`config.mk`:
```
export PLATFORM = sky130hd
export DESIGN_NAME = eth_status_tx
export DESIGN_NICKNAME = d
export VERILOG_FILES = /design/src/rtl/eth_status_tx.sv
export SDC_FILE = /design/constraint.sdc
export NUM_CORES = 1
export LEC_CHECK = 0
export CAP_MARGIN = 5
export CORE_MARGIN = 3
export CORE_UTILIZATION = 55
export DETAILED_ROUTE_END_ITERATION = 10
export PLACE_DENSITY = 0.8
export SETUP_SLACK_MARGIN = 0.02
export SYNTH_ARGS = -nofsm -noshare
export SYNTH_HDL_FRONTEND = slang
export SYNTH_SLANG_ARGS = --single-unit
```
`constraint.sdc`:
```
create_clock -name clk_125 -period 2.6 [get_ports clk_125]
set_input_delay 0.52 -clock clk_125 [delete_from_list [all_inputs] [get_ports clk_125]]
set_output_delay 0.52 -clock clk_125 [all_outputs]
set_load 0.05 [all_outputs]
```
`src/rtl/eth_status_tx.sv`:
```
// Status frame generator for the MAC TX AXI-Stream port.
// Counts good/bad RX frames and sends header, seq and snapshots on request.
module eth_status_tx #(
  parameter logic [47:0] DST_MAC     = 48'hFFFFFFFFFFFF,
  parameter logic [47:0] SRC_MAC     = 48'h020000000001,
  parameter logic [15:0] ETHERTYPE   = 16'h88B5,
  parameter int unsigned PAYLOAD_LEN = 46
) (
  input  logic       clk_125,
  input  logic       rst,
  input  logic       send_req,
  input  logic       rx_good_frame,
  input  logic       rx_bad_frame,
  output logic [7:0] tx_axis_tdata,
  output logic       tx_axis_tkeep,
  output logic       tx_axis_tvalid,
  input  logic       tx_axis_tready,
  output logic       tx_axis_tlast,
  output logic       tx_axis_tuser,
  output logic       busy
);

  localparam int unsigned IW = 11;
  localparam logic [IW-1:0] LAST_IDX = IW'(13 + PAYLOAD_LEN);
  localparam logic [IW-1:0] HDR_LEN  = IW'(24);

  typedef enum logic {IDLE, SEND} state_t;

  state_t        state, state_n;
  logic [IW-1:0] idx, idx_n;
  logic          pending, pending_n;
  logic [15:0]   seq, seq_n;
  logic [31:0]   good_cnt, bad_cnt;
  logic [31:0]   snap_good, snap_bad;
  logic          snap_en;
  logic          hs, at_last;
  logic [191:0]  hdr;
  logic [4:0]    rev;

  assign tx_axis_tkeep  = 1'b1;
  assign tx_axis_tuser  = 1'b0;
  assign tx_axis_tvalid = (state == SEND);
  assign at_last        = (idx == LAST_IDX);
  assign tx_axis_tlast  = tx_axis_tvalid && at_last;
  assign hs             = tx_axis_tvalid && tx_axis_tready;
  assign busy           = tx_axis_tvalid || pending;

  // Everything past byte 23 is zero fill.
  assign hdr = {DST_MAC, SRC_MAC, ETHERTYPE, seq, snap_good, snap_bad};
  assign rev = 5'd23 - idx[4:0];

  always_comb begin
    tx_axis_tdata = 8'h00;
    if (tx_axis_tvalid && (idx < HDR_LEN))
      tx_axis_tdata = hdr[{rev, 3'b000} +: 8];
  end

  always_comb begin
    state_n   = state;
    idx_n     = idx;
    pending_n = pending;
    seq_n     = seq;
    snap_en   = 1'b0;
    unique case (state)
      IDLE: begin
        if (send_req || pending) begin
          state_n   = SEND;
          idx_n     = '0;
          pending_n = 1'b0;
          snap_en   = 1'b1;
        end
      end
      SEND: begin
        if (send_req)
          pending_n = 1'b1;
        if (hs) begin
          if (at_last) begin
            state_n = IDLE;
            seq_n   = seq + 16'd1;
          end else begin
            idx_n = idx + IW'(1);
          end
        end
      end
      default: state_n = IDLE;
    endcase
  end

  always_ff @(posedge clk_125) begin
    if (rst) begin
      state     <= IDLE;
      idx       <= '0;
      pending   <= 1'b0;
      seq       <= '0;
      good_cnt  <= '0;
      bad_cnt   <= '0;
      snap_good <= '0;
      snap_bad  <= '0;
    end else begin
      state   <= state_n;
      idx     <= idx_n;
      pending <= pending_n;
      seq     <= seq_n;
      if (snap_en) begin
        snap_good <= good_cnt;
        snap_bad  <= bad_cnt;
      end
      if (rx_good_frame && (good_cnt != '1))
        good_cnt <= good_cnt + 32'd1;
      if (rx_bad_frame && (bad_cnt != '1))
        bad_cnt <= bad_cnt + 32'd1;
    end
  end

endmodule

```
## Word-level counts from Yosys, hierarchy flattened

Index checks and enable logic that the tools add are counted.

| storage, ports and cells | value |
|---|---|
| register bits after elaboration | 157 |
| output and inout bits | 13 |
| word-level logic and storage cells | 46 |

| cells by class | value |
|---|---|
| add/sub/neg operators | 5 |
| magnitude comparators | 1 |
| equal/unequal tests | 7 |
| shifts and indexed selects | 1 |
| multiplexer cells | 13 |
| bitwise logic cells | 1 |
| reduce and logical (&&, ||, !) cells | 10 |

Operator list:

| kind | count |
|---|---|
| $shiftx A192 B9 Y8 | 1 |
| $add A32 B1 Y32 const B | 2 |
| $ne A32 B32 Y1 const B | 2 |
| $mux W11 | 3 |
| $pmux W11 S2 | 1 |
| $add A16 B1 Y16 const B | 1 |
| $add A11 B1 Y11 const B | 1 |
| $eq A11 B6 Y1 const B | 1 |
| $lt A11 B5 Y1 const B | 1 |
| $mux W8 | 1 |
| $mux W1 | 6 |
| $ne A2 B2 Y1 const B | 3 |
| $reduce_and A3 Y1 | 2 |
| $logic_and A1 B1 Y1 | 5 |
| $sub A5 B5 Y5 const A | 1 |
| $pmux W1 S2 | 2 |
| $logic_or A1 B1 Y1 | 2 |
| $ne A2 B1 Y1 const B | 1 |
| $reduce_and A2 Y1 | 1 |
| $not A1 Y1 | 1 |

## Longest topological paths before layout

Gate-level depths: netlist of the first run.

| depth | value |
|---|---|
| depth in word-level cells | 4 |
| mapped depth | 8 |

## Worst setup path after synthesis of the first run

No wires, ideal clock.

| timing path | value |
|---|---|
| kind | register to output |
| from | register idx[0] |
| to | output port tx_axis_tdata[6] |
| arrival | 2072 ps |
| data required time | 2080 ps |
| setup slack | 8 ps |
| stages on the path, launching flop included | 7 |
| cell sequence | dfxtp_1 -> clkbuf_1 -> clkbuf_1 -> mux4_2 -> mux2i_1 -> nor2_1 -> o31a_1 |

| between the ends | value |
|---|---|
| cells in the longest elaborated chain, start to end | 3 |

RTL lines:

| item | line | source |
|---|---|---|
| start, declared | 30 | `logic [IW-1:0] idx, idx_n;` |
| start signal, assigned | 101 | `idx <= idx_n;` |
| $sub A5 B5 Y5 / $lt A11 B5 Y1 (equally long branches) | 50, 54 |  |
| $shiftx A192 B9 Y8 / $logic_and A1 B1 Y1 (equally long branches) | 55, 54 |  |
| $mux W8 * | 54 | `if (tx_axis_tvalid && (idx < HDR_LEN))` |
| end, declared | 14 | `output logic [7:0] tx_axis_tdata,` |

Mark *: on every way between the ends. The rest lies on a longest branch, timed or not.

## Worst setup path in the final report of the first run

| timing path | value |
|---|---|
| from | register idx[0] |
| to | output port tx_axis_tdata[0] |

Same word-level chain as after synthesis.

==> impl_metrics.yaml, run 1 <==
status:
  run_status: "complete, but fails checks"
  violations: "setup timing"
sta:
  timing_hold_violations_final: 0
  max-slew-margin-rel_pct: 56.1
  final.hold.worst_slack_ns: 0.453
  maxClockFrequency_mhz: 354
  worstMarginPinSlew_ns: 0.656
  setup_viol: 8
  final_period_minus_worst_setup_slack_ns: 2.82
  layout_setup_ws_ns: -0.224
  clock-skew-final_ns: 0.00801
  grt_setup_unrepaired: "yes"
  finalCritPeriodShare_pct: 109
  slew_violations: 0
cts:
  cts.reportedPaths.clkPinSlew_ns: 0.06
  cts-root-buf: "clkbuf_16"
  htree_levels: 4
  insertion_delay_ns: 0.42
  clock_sinks: 157
  clockBufferDepth: 2
  cts_buffers: 17
  cts_hold_repair.buffers: 0
  clock_tree_from_tritoncts: "built"
global_route:
  grt.overflow.total: 0
  grt_max_degree: 65
  antenna_violations_before_repair: 0
  use_met1_pct: 32.7
  global_route_wire_length_before_repair_um: 29600
  first_global_vias: 6020
  met3_usage_pct: 4.80
  total_global_route_track_usage_pct: 24.5
  busiest_layer: "met2"
  grt_use_met2_pct: 39.4
critical_path:
  critical_path_required_ns: 2.08
  regToRegStartpoint: "idx[8]$_SDFFE_PP0P_"
  crit_path_start: "idx[0]$_SDFFE_PP0P_"
  critical_path_class: "reg -> out"
  critical_path.startpoint_type: "flop"
  worst-path-max-fanout: 4
  worstSetupEndpointType: "output port"
  critical_path_arrival_ns: 2.30
layout:
  synthToLayoutAreaGrowth_pct: 16.1
  register_area_um2: 3150
  fillerInstances: 1012
  post_route_cells_drive_above_1_share_pct: 12.4
  multi_input_comb_area_um2: 4150
  nets: 932
  antenna-diode-count: 0
detailed_routing:
  routedWlPerCell_um: 16.6
  firstDrtPassIters: 5
  post_drt_via_cell_ratio: 6.14
  routed_wl_um: 18500
  drt_iter0_drc: 646
  antenna_left: 0
  vias: 6807
  drcViolationCount: 0
flow_run:
  cap_viol_max_count: 0
synth:
  synth_top_cell_area_share_pct: 41.7
  synth-seq-cells: 157
  yosysUniqueCellTypes: 50
  area_leader_netlist: "dfxtp_1"
  mappedNetlistArea_um2: 7530
  synth.yosys.seq_area_share_pct: 41.7
  syn-mean-instance-area_um2: 8.26
  ys_async_sr_fraction_pct: 0
  synthesis.nets: 923
  cells_after_synth: 911
  top_cells_by_area_synth: "dfxtp_1 (42%), nand2_1 (7.9%), a21oi_1 (7.5%)"
  synth_edf_count: 0
  yosys_warnings: 0
  synth_top_flop_cell: "dfxtp_1"
die:
  design.portCount: 19
  rows: 42
  die_x_um: 123
  die_h_um: 123
  coreArea_um2: 13300
  start_util_pct: 56.6
  floorplan.die_area_um2: 15100
place:
  detailed_place_hpwl_um: 12400
  pre_cts_ws_ns: 0.158
  gp_routability_congestion: 0.946
  io_port_bufs: 16
worst_hold_path:
  hold_class: "reg -> reg"
  holdCritStartpoint: "snap_bad[3]$_SDFFE_PP0P_"
pwr:
  power-per-cell-area_nw_per_um2: 599
  power.ir.vdd_worst_uv: 477
  static-leakage-power_uw: 0.00274
  totalPowerFinal_uw: 5240
-- final timing paths --
check	endpoint	slack [ns]	depth (start not counted)
min reg2reg	snap_bad[3]$_SDFFE_PP0P_	0.45	2
max	tx_axis_tdata[0]	-0.22	5
max reg2reg	seq[14]$_SDFFE_PP0P_	0.15	7
min	snap_bad[3]$_SDFFE_PP0P_	0.45	2
-- Yosys cell counts, types with 2 or more instances --
master,n
nand2_1,159
dfxtp_1,157
a21oi_1,113
nor2_1,73
clkbuf_1,46
nand3_1,33
xnor2_1,33
nand4_1,32
o21ai_0,25
or3_1,24
inv_1,19
mux4_2,17
nor3_1,16
mux2i_1,13
or4_1,13
and4_1,12
xor2_1,12
buf_1,11
o31ai_1,11
and3_1,8
and2_1,6
ha_1,6
nor4_1,6
nor4_2,6
o31a_1,6
a211oi_1,5
o211ai_1,5
nand2b_1,4
a2111oi_0,3
a311oi_1,3
mux2_2,3
nor3b_1,3
o2111ai_1,3
o21a_1,3
a31oi_1,2
buf_4,2
conb_1,2
nor2b_1,2
or2_2,2
or4_4,2
-- metal layers --
metal	wire, um	share of wire [%]	up-vias
met5	0	0	-
met4	396	2.1	0
met3	1070	5.8	43
met2	8960	49	255
met1	8040	44	3251
li1	-	-	3258
-- layout make-up --
class,instances,share of cell area (%)
multi-input combinational,674,47.4
clock inverter,9,1.29
tap,176,2.52
clock buffer,23,5.24
inverter,19,0.816
timing repair buffer,51,6.68
sequential,157,36.0
-- flip-flops by register name (all words and copies together) (netlist names) --
register,flops
pending,1
idx,11
tx_axis_tvalid,1
snap_good,32
bad_cnt,32
snap_bad,32
seq,16
good_cnt,32
-- cells in the final DEF, fill, tap and decap left out, types with 13 or more instances in the layout --
cell type  netlist  layout
buf_4            2      30
nand2_1        159     159
dfxtp_1        157     155
a21oi_1        113     112
nor3_1          16      15
mux4_2          17      17
or4_1           13      13
clkbuf_16        0      17
inv_1           19      19
xnor2_1         33      33
o21ai_0         25      25
or3_1           24      24
nand3_1         33      32
nor2_1          73      72
nand4_1         32      32
buf_12           0      13
-- stage by stage --
stage	util (%)	area, um2	TNS [ns]	cells
after CTS	65.2	8660	-0.830	1105
after floorplan	-	7530	0	911
after global placement	60.3	8010	0	1069
after global routing	65.7	8740	-1.65	1109
final	65.7	8740	-1.08	1109
after detailed placement	60.3	8010	0	1069
-- cell families (layout without fill, tap and decap cells) --
kind of cell	Yosys count	in the layout	synth area share, %
AO/OA/AOI/OAI	185	185	14.1
XOR/XNOR	45	45	5.24
other	2	2	0.0998
AND/OR/NAND/NOR	403	403	26.3
buffers and inverters	80	102	4.20
multiplexers	33	33	7.26
adder cells (fa/ha/maj)	6	6	0.997
flip-flops	157	157	41.7
-- report_power, final --
group          internal (uW)  total [uW]  switching [uW]
Combinational            135         369             234
Sequential              2420        2440            18.6
Clock                   1440        2430             990
Total                   4000        5240            1240
-- critical path, cell delays in order, from the launching register on --
cell and delay (ns):
dfxtp_4 0.39, buf_4 0.13, mux4_2 0.51, mux4_2 0.49, o21a_1 0.22, buf_12 0.15
-- repair_timing --
action | in CTS | in global routing
pin swaps | 2 | 3
gates cloned | 1 | 0
resized for setup | 9 | 7
endpoints found under the setup margin | 9 | 10
buffers inserted | 3 | 4
Note: power is estimated with default switching activity, not from simulation.
==> run 2: changes to the inputs <==
--- a/config.mk
+++ b/config.mk
@@ -9,7 +9,7 @@
 export CORE_MARGIN = 3
 export CORE_UTILIZATION = 55
 export DETAILED_ROUTE_END_ITERATION = 10
-export PLACE_DENSITY = 0.8
+export PLACE_DENSITY_LB_ADDON = 0.1
 export SETUP_SLACK_MARGIN = 0.02
 export SYNTH_ARGS = -nofsm -noshare
 export SYNTH_HDL_FRONTEND = slang
==> impl_metrics.yaml, run 2 (synthesis gave the netlist of run 1 again) <==
die:
  die_x_um: 123
  die_h_um: 123
  coreArea_um2: 13300
  start_util_pct: 56.6
  floorplan.die_area_um2: 15100
  rows: 42
  design.portCount: 19
sta:
  timing_hold_violations_final: 0
  finalCritPeriodShare_pct: 104
  grt_setup_unrepaired: "yes"
  final_period_minus_worst_setup_slack_ns: 2.71
  max-slew-margin-rel_pct: 53.9
  worstMarginPinSlew_ns: 0.689
  slew_violations: 0
  maxClockFrequency_mhz: 369
  clock-skew-final_ns: 0.0116
  timing.setup.tns_ns: -0.588
  setup_viol: 8
  layout_setup_ws_ns: -0.110
global_route:
  total_global_route_track_usage_pct: 25.7
  first_global_vias: 6277
  global_route_wire_length_before_repair_um: 30700
  grt.overflow.total: 0
  antenna_violations_before_repair: 0
  grt_max_degree: 65
worst_hold_path:
  holdPathEnd: "snap_bad[0]$_SDFFE_PP0P_"
  hold_path_depth: 2
  holdCritStartpoint: "snap_bad[0]$_SDFFE_PP0P_"
  hold_class: "reg -> reg"
layout:
  fillerInstances: 1109
  nets: 935
  mostFrequentLayoutCell: "nand2_1"
  mostFrequentLayoutCells: "nand2_1 (159), dfxtp_1 (152), a21oi_1 (113)"
  postLayoutCoreUtil_pct: 66.1
  antenna-diode-count: 0
  post_route_cells_drive_above_1_share_pct: 13.5
  synthToLayoutAreaGrowth_pct: 16.8
detailed_routing:
  post_drt_via_cell_ratio: 6.01
  topRoutingLayerUsed: "met4"
  routed_wl_um: 18700
  met2RoutedLength_um: 8930
  antenna_left: 0
  firstDrtPassIters: 5
  drt_iter0_drc: 596
  drcViolationCount: 0
  routedWlPerCell_um: 16.8
  detail_route.wirelength.met1_um: 8390
  vias: 6680
  wl_met3_um: 944
pwr:
  static-leakage-power_uw: 0.00277
  power-per-cell-area_nw_per_um2: 615
  power.ir.vdd_worst_uv: 479
status:
  violations: "setup timing"
  run_status: "complete, but fails checks"
flow_run:
  cap_viol_max_count: 0
critical_path:
  critical_path.startpoint_type: "flop"
  regToRegStartpoint: "idx[8]$_SDFFE_PP0P_"
  critical_path_required_ns: 2.08
  critical_path_class: "reg -> out"
  reg2reg_slack_ns: 0.08
  r2r_cells: 8
  worst-path-max-fanout: 5
  critical_path_arrival_ns: 2.19
  worstSetupEndpointType: "output port"
  r2r_path_end: "seq[14]$_SDFFE_PP0P_"
cts:
  clock_sinks: 157
  cts-root-buf: "clkbuf_16"
  cts_hold_repair.buffers: 0
  clockBufferDepth: 2
  cts_buffers: 17
  htree_levels: 4
  insertion_delay_ns: 0.44
  clock_tree_from_tritoncts: "built"
  cts.reportedPaths.clkPinSlew_ns: 0.07
place:
  detailed_place_hpwl_um: 12800
  gp_routability_congestion: 0.884
  io_port_bufs: 16
-- run 2: changes by cell type in the layout (fill, tap and decap cells not counted), sizes merged --
cell	change
buf	+3
clkbuf	-5
bufinv	+1
clkinvlp	+1
inv	+3
-- run 2: critical path: stages, from the launching register on --
cell and delay [ns]:
dfxtp_4 0.39, mux4_2 0.51, mux4_2 0.48, o21a_1 0.22, buf_12 0.15
-- run 2: metal layers --
metal / global-route usage, % / vias to the layer above
met2: 41.5 / 199
met1: 33.9 / 3186
li1: - / 3259
met5: 0 / -
met4: 10.3 / 0
met3: 5.12 / 36
-- run 2: power breakdown --
part           total (uW)  leakage [uW]  internal (uW)  switching, uW
clock network        2610      0.000295           1530           1070
logic                 367       0.00121            129            238
registers            2430       0.00127           2420           17.4
total                5410       0.00277           4080           1330
-- run 2: layout make-up --
class	count	area, um2	share of cell area [%]
multi-input cells	674	4150	47.2
flip-flops and latches	157	3150	35.9
repair buffers	54	582	6.62
clock buffers	18	429	4.88
well taps	176	220	2.50
clock inverters	14	185	2.11
inverters	19	71.3	0.811
-- run 2: repair_timing --
action	in CTS	in global routing
resized for setup	19	5
pin swaps	3	1
endpoints found under the setup margin	9	9
buffers inserted	7	1
-- run 2: worst max path at each step --
stage	startpoint	to	slack [ns]	cells past startpoint
detailed placement	rx_good_frame	good_cnt[30]$_SDFFE_PP0P_	0.17	6
global route	idx[0]$_SDFFE_PP0P_	tx_axis_tdata[5]	-0.20	6
floorplan	idx[0]$_SDFFE_PP0P_	tx_axis_tdata[1]	0.03	6
finish	idx[0]$_SDFFE_PP0P_	tx_axis_tdata[0]	-0.11	4
CTS	idx[0]$_SDFFE_PP0P_	tx_axis_tdata[0]	-0.12	4
global placement	idx[6]$_SDFFE_PP0P_	tx_axis_tdata[7]	0.21	5
-- run 2: through the flow --
step	area, um2	total power, uW	hold WS, ns	cells	setup slack [ns]
floorplan	7530	2710	0.433	911	0.0321
global placement	8020	2830	0.440	1072	0.213
detailed placement	8020	2840	0.446	1072	0.170
CTS	8760	5440	0.455	1111	-0.118
global route	8790	5580	0.472	1112	-0.195
finish	8790	5410	0.453	1112	-0.110
